--- src/rtl/stage_ram_writer.sv ---
// Update engine for one trie stage: serialises write / nexthop-RMW / range-clear
// commands onto the stage memory write port. Range clear exists only with STAGE_RAM_WRITER_CLEAR_EN.
module stage_ram_writer #(
  parameter int NUM_ENTRY  = 1024,
  parameter int DATA_WIDTH = 19,
  parameter int ADDR_LEN   = 10
) (
  input  logic                  clk,
  input  logic                  rst_n,
  input  logic                  cmd_valid,
  output logic                  cmd_ready,
  input  logic [1:0]            cmd_op,
  input  logic [ADDR_LEN-1:0]   cmd_addr,
  input  logic [DATA_WIDTH-1:0] cmd_data,
  output logic                  ram_we,
  output logic [ADDR_LEN-1:0]   ram_waddr,
  output logic [DATA_WIDTH-1:0] ram_wdata,
  output logic [ADDR_LEN-1:0]   ram_raddr,
  input  logic [DATA_WIDTH-1:0] ram_rdata,
  output logic                  busy,
  output logic                  done,
  output logic                  err
);

  localparam logic [2:0] S_IDLE = 3'd0;
  localparam logic [2:0] S_WR   = 3'd1;
  localparam logic [2:0] S_RD   = 3'd2;
  localparam logic [2:0] S_RDW  = 3'd3;
  localparam logic [2:0] S_CLR  = 3'd4;
  localparam logic [2:0] S_ERR  = 3'd5;

  logic [2:0]            state;
  logic [ADDR_LEN-1:0]   addr_q;
  logic [7:0]            nh_q;
  logic [DATA_WIDTH-1:0] rmw_word;
  logic [31:0]           addr_ext;
  logic                  bad;

  assign cmd_ready = (state == S_IDLE);
  assign busy      = (state != S_IDLE);
  assign addr_ext  = 32'(cmd_addr);

`ifdef STAGE_RAM_WRITER_CLEAR_EN
  logic [ADDR_LEN-1:0] clr_cnt, clr_next, end_q, cmd_end;
  logic [31:0]         end_ext;

  assign cmd_end  = cmd_data[ADDR_LEN-1:0];
  assign end_ext  = 32'(cmd_end);
  assign clr_next = clr_cnt + ADDR_LEN'(1);
  assign bad = (cmd_op == 2'b11) || (addr_ext >= 32'(NUM_ENTRY)) ||
               ((cmd_op == 2'b10) && ((end_ext >= 32'(NUM_ENTRY)) || (cmd_end < cmd_addr)));
`else
  assign bad = (cmd_op[1] == 1'b1) || (addr_ext >= 32'(NUM_ENTRY));
`endif

  // Merge keeps the stored next-stage index, forces exist and replaces nexthop.
  always_comb begin
    rmw_word = ram_rdata;
    rmw_word[DATA_WIDTH-1] = 1'b1;
    rmw_word[DATA_WIDTH-2 -: 8] = nh_q;
  end

  always_ff @(posedge clk or negedge rst_n) begin
    if (!rst_n) begin
      state     <= S_IDLE;
      addr_q    <= '0;
      nh_q      <= '0;
      ram_we    <= 1'b0;
      ram_waddr <= '0;
      ram_wdata <= '0;
      ram_raddr <= '0;
      done      <= 1'b0;
      err       <= 1'b0;
`ifdef STAGE_RAM_WRITER_CLEAR_EN
      clr_cnt   <= '0;
      end_q     <= '0;
`endif
    end else begin
      ram_we <= 1'b0;
      done   <= 1'b0;
      err    <= 1'b0;
      case (state)
        S_IDLE: begin
          if (cmd_valid) begin
            addr_q <= cmd_addr;
            nh_q   <= cmd_data[7:0];
            if (bad) begin
              state <= S_ERR;
              err   <= 1'b1;
            end else begin
              case (cmd_op)
                2'b00: begin
                  state     <= S_WR;
                  ram_we    <= 1'b1;
                  ram_waddr <= cmd_addr;
                  ram_wdata <= cmd_data;
                  done      <= 1'b1;
                end
                2'b01: begin
                  state     <= S_RD;
                  ram_raddr <= cmd_addr;
                end
`ifdef STAGE_RAM_WRITER_CLEAR_EN
                2'b10: begin
                  state     <= S_CLR;
                  ram_we    <= 1'b1;
                  ram_waddr <= cmd_addr;
                  ram_wdata <= '0;
                  clr_cnt   <= cmd_addr;
                  end_q     <= cmd_end;
                  done      <= (cmd_addr == cmd_end);
                end
`endif
                default: begin
                  state <= S_ERR;
                  err   <= 1'b1;
                end
              endcase
            end
          end
        end
        S_WR:  state <= S_IDLE;
        S_RD:  state <= S_RDW;
        S_RDW: begin
          state     <= S_WR;
          ram_we    <= 1'b1;
          ram_waddr <= addr_q;
          ram_wdata <= rmw_word;
          done      <= 1'b1;
        end
`ifdef STAGE_RAM_WRITER_CLEAR_EN
        S_CLR: begin
          if (clr_cnt == end_q) begin
            state <= S_IDLE;
          end else begin
            clr_cnt   <= clr_next;
            ram_we    <= 1'b1;
            ram_waddr <= clr_next;
            ram_wdata <= '0;
            done      <= (clr_next == end_q);
          end
        end
`endif
        S_ERR:   state <= S_IDLE;
        default: state <= S_IDLE;
      endcase
    end
  end

endmodule

--- config.mk ---
export PLATFORM = sky130hd
export DESIGN_NAME = stage_ram_writer
export DESIGN_NICKNAME = d
export VERILOG_FILES = /design/src/rtl/stage_ram_writer.sv
export SDC_FILE = /design/constraint.sdc
export NUM_CORES = 1
export LEC_CHECK = 0
export CAP_MARGIN = 20
export CORE_UTILIZATION = 45
export DETAILED_ROUTE_END_ITERATION = 8
export GPL_ROUTABILITY_DRIVEN = 0
export HOLD_SLACK_MARGIN = 0.03
export PLACE_DENSITY = 0.82
export SETUP_SLACK_MARGIN = 0.3
export SKIP_CTS_REPAIR_TIMING = 1
export SLEW_MARGIN = 40
export SYNTH_ARGS = -nofsm -noshare
export SYNTH_HDL_FRONTEND = slang
export SYNTH_SLANG_ARGS = --single-unit
export TNS_END_PERCENT = 1
--- constraint.sdc ---
create_clock -name clk -period 2.58 [get_ports clk]
set_input_delay 0.516 -clock clk [delete_from_list [all_inputs] [get_ports clk]]
set_output_delay 0.516 -clock clk [all_outputs]
set_load 0.03 [all_outputs]
==> results of run 1 <==
cells in the mapped netlist:
library cell / number / area share [%]
inv_1: 4 / 0.55
o21ai_0: 3 / 0.55
nor2b_1: 1 / 0.23
o21ai_4: 1 / 0.59
mux2_4: 10 / 5.5
or2_2: 1 / 0.23
or3_1: 1 / 0.23
o32a_1: 4 / 1.5
nand3b_1: 1 / 0.27
nor4b_2: 1 / 0.55
mux2_2: 37 / 15
o21a_1: 4 / 1.1
buf_8: 1 / 0.55
nor2_1: 1 / 0.14
or4b_4: 1 / 0.50
and2_1: 2 / 0.46
buf_4: 1 / 0.27
nor3_1: 1 / 0.18
a21oi_1: 2 / 0.37
clkbuf_1: 8 / 1.1
mux2_1: 3 / 1.2
or3b_2: 1 / 0.32
a32oi_1: 2 / 0.64
nand2_1: 57 / 7.8
dfrtp_1: 62 / 57
o211ai_1: 2 / 0.55
buf_6: 3 / 1.2
and3b_1: 1 / 0.32
nand3_1: 6 / 1.1
worst max-delay path, delay by kind of cell (launching register included):
family	cells	cell delay [ps]
buffers and inverters	1	610
DFF	1	460
and+or+nand+nor	1	430
power breakdown:
| part | internal (mW) | total [mW] | switching [mW] |
|---|---|---|---|
| Clock | 0.518 | 0.882 | 0.364 |
| Combinational | 1.06 | 2.25 | 1.19 |
| Sequential | 1.44 | 1.70 | 0.262 |
| Total | 3.02 | 4.84 | 1.82 |
metal layers:
metal,track usage [%],vias to the layer above,wire (um)
met5,0,-,0
met4,9.821,0,76
met3,4.000,11,369
met2,34.79,76,3147
met1,27.78,1035,2753
li1,-,943,-
flip-flops by register name, summed over array words and instances, names as in the netlist:
name       flops
err            1
done           1
addr_q        10
ram_raddr     10
ram_wdata     19
state          3
nh_q           8
ram_waddr     10
stage by stage:
step                      area [sq um]  std cells  util [%]
final                             3905        393     66.35
after global routing              3905        393     66.35
after CTS                         3902        393     66.31
after detailed placement          3695        378     62.78
after global placement            3695        378     62.78
after floorplan                   2735        222         -
cell usage in the layout, fill, tap and decap left out:
cell / instances
or2_2: 1
o21ai_4: 1
nand3_1: 6
inv_1: 4
nand3b_1: 1
buf_4: 5
a32oi_1: 2
nor3_1: 1
o21a_1: 4
and2_1: 2
mux2_4: 10
mux2_2: 37
nand2_1: 57
nor2_1: 1
clkinvlp_4: 1
buf_2: 1
or3b_2: 1
dfrtp_1: 62
or3_1: 1
o21ai_0: 3
buf_12: 2
nor4b_4: 1
bufinv_16: 1
o32a_1: 4
mux2_1: 3
clkbuf_8: 12
a21oi_1: 2
clkinv_2: 1
o211ai_1: 2
nor2b_1: 1
clkdlybuf4s50_1: 85
and3b_1: 1
dlymetal6s2s_1: 1
or4b_4: 1
logic make-up after synthesis:
logic type / count (synthesis) / share of synthesized area [%]
compound gates: 18 / 5.261
buf+inv: 17 / 3.705
flops: 62 / 56.72
mux: 50 / 21.96
simple gates: 75 / 12.35
area by class of cell:
class	instances	area (sq um)
tap	75	93.84
inverter	4	15.01
fill	465	1981
timing repair buffer	94	945.9
clock buffer	12	165.2
sequential	62	1551
multi-input combinational	143	1091
clock inverter	3	42.54
path summary, 6_finish.rpt:
| kind | start | to | slack, ps | cells after the start |
|---|---|---|---|---|
| worst max register to register | state[1] | ram_waddr[5] | 680 | 4 |
| worst max-delay path | state[1] | busy | 230 | 2 |
| worst min register to register | nh_q[2] | nh_q[2] | 470 | 2 |
| min in group clk | nh_q[2] | nh_q[2] | 470 | 2 |
| max in group asynchronous | rst_n | nh_q[5] | 1760 | 2 |
| worst min-delay path | rst_n | addr_q[5] | 200 | 1 |
==> impl_metrics.py, run 1 <==
metrics = {
    "routing": {
        "wl_per_cell_um": 16.15,
        "drt-total-wl_um": 6346,
        "vias_per_cell": 5.254,
        "drt_iter0_drc": 147,
        "first_pass_iters": 4,
        "remaining_drc_errors": 0,
        "postRouteAntennaNets": 0,
        "vias": 2065,
    },
    "floorplan": {
        "initial_utilization_pct": 46.47,
        "core-area_sq_um": 5886,
        "die_area_sq_um": 6394,
        "io_pins": 97,
        "rows": 28,
        "die_w_um": 79.96,
        "die_h_um": 79.96,
    },
    "cells_and_area": {
        "syn2layout_area_growth_pct": 42.77,
        "final_nets": 367,
        "antennaDiodeCount": 0,
        "drive_gt1_share_pct": 23.58,
    },
    "yosys": {
        "syn_inst": 222,
        "synth_fp_nets": 275,
        "ys_seq_area_share_pct": 56.72,
        "syn_area_sq_um": 2735,
        "yosys_warnings": 0,
        "yosys_register_bits": 62,
        "yosysUniqueCellTypes": 29,
        "synth_area_per_cell_sq_um": 12.32,
    },
    "timing": {
        "slew_violations": 0,
        "relSlewSlack_pct": 57.08,
        "setup_viol": 0,
        "tightest_slew_ps": 643.9,
        "finalWorstSetupSlack_ps": 234.4,
        "fin_setup_tns_ps": 0,
        "finalCritPeriodShare_pct": 90.91,
        "rsz0062_at_grt": "true",
        "period_needed_ps": 2346,
        "hold_viol": 0,
        "fin_skew_ps": 7.893,
        "hold-worst-slack_ps": 204.6,
        "fmax_mhz": 426.3,
    },
    "critical_path": {
        "crit_arrival_ps": 1830,
        "path_cells": "or3_1 -> clkdlybuf4s50_1",
        "critical_path.max_fanout": 7,
        "worstSetupPathType": "flop to primary output",
        "worst_ep_required_time_ps": 2060,
        "start_kind": "flop",
        "end_kind": "primary output",
        "critPathSlowestCell": "clkdlybuf4s50_1",
        "max_stage_delay_ps": 610,
    },
    "clock_tree": {
        "clk_path_buf_depth": 2,
        "cts_buffers": 9,
        "path_clk_slew_ps": 70,
        "cts_tree": "done",
        "cts_root_buffer": "clkbuf_8",
        "cts.htree.levels": 3,
        "clock_sinks": 62,
        "clock_latency_ps": 330,
    },
    "global_routing": {
        "grt-ovfl-total": 0,
        "grt_usage_pct": 21.44,
        "grt_pass1_wl_um": 10120,
        "grt_max_degree": 36,
        "antenna_found_initial": 0,
        "grt_pass1_vias": 2014,
    },
    "placement": {
        "hpwl_um": 4180,
        "dp_slack_ps": 152.2,
        "port_buffers": 87,
    },
    "flow_run": {
        "maxCapViolCount": 0,
    },
    "pwr": {
        "p_per_area_nw_per_um2": 1239,
        "total_power_mw": 4.839,
        "ir_drop_uv": 645.3,
        "leakagePower_nw": 1.722,
    },
    "worst_hold_path": {
        "hp-class": "primary input to asynchronous set/reset pin",
    },
    "status": {
        "status": "finished, final reports clean",
    },
}
Power figures use the tool's default switching activity.
==> run 2: changes to the inputs <==
--- a/config.mk
+++ b/config.mk
@@ -9,6 +9,7 @@
 export CORE_UTILIZATION = 45
 export DETAILED_ROUTE_END_ITERATION = 8
 export GPL_ROUTABILITY_DRIVEN = 0
+export GPL_TIMING_DRIVEN = 1
 export HOLD_SLACK_MARGIN = 0.03
 export PLACE_DENSITY = 0.82
 export SETUP_SLACK_MARGIN = 0.3
==> results of run 2 <==
Final layout, timing and power as in run 1 (identical DEF).
==> run 3: changes to the inputs <==
--- a/config.mk
+++ b/config.mk
@@ -14,6 +14,7 @@
 export PLACE_DENSITY = 0.82
 export SETUP_SLACK_MARGIN = 0.3
 export SKIP_CTS_REPAIR_TIMING = 1
+export SKIP_LAST_GASP = 1
 export SLEW_MARGIN = 40
 export SYNTH_ARGS = -nofsm -noshare
 export SYNTH_HDL_FRONTEND = slang
==> results of run 3 <==
Final layout, timing and power as in run 1 (identical DEF).
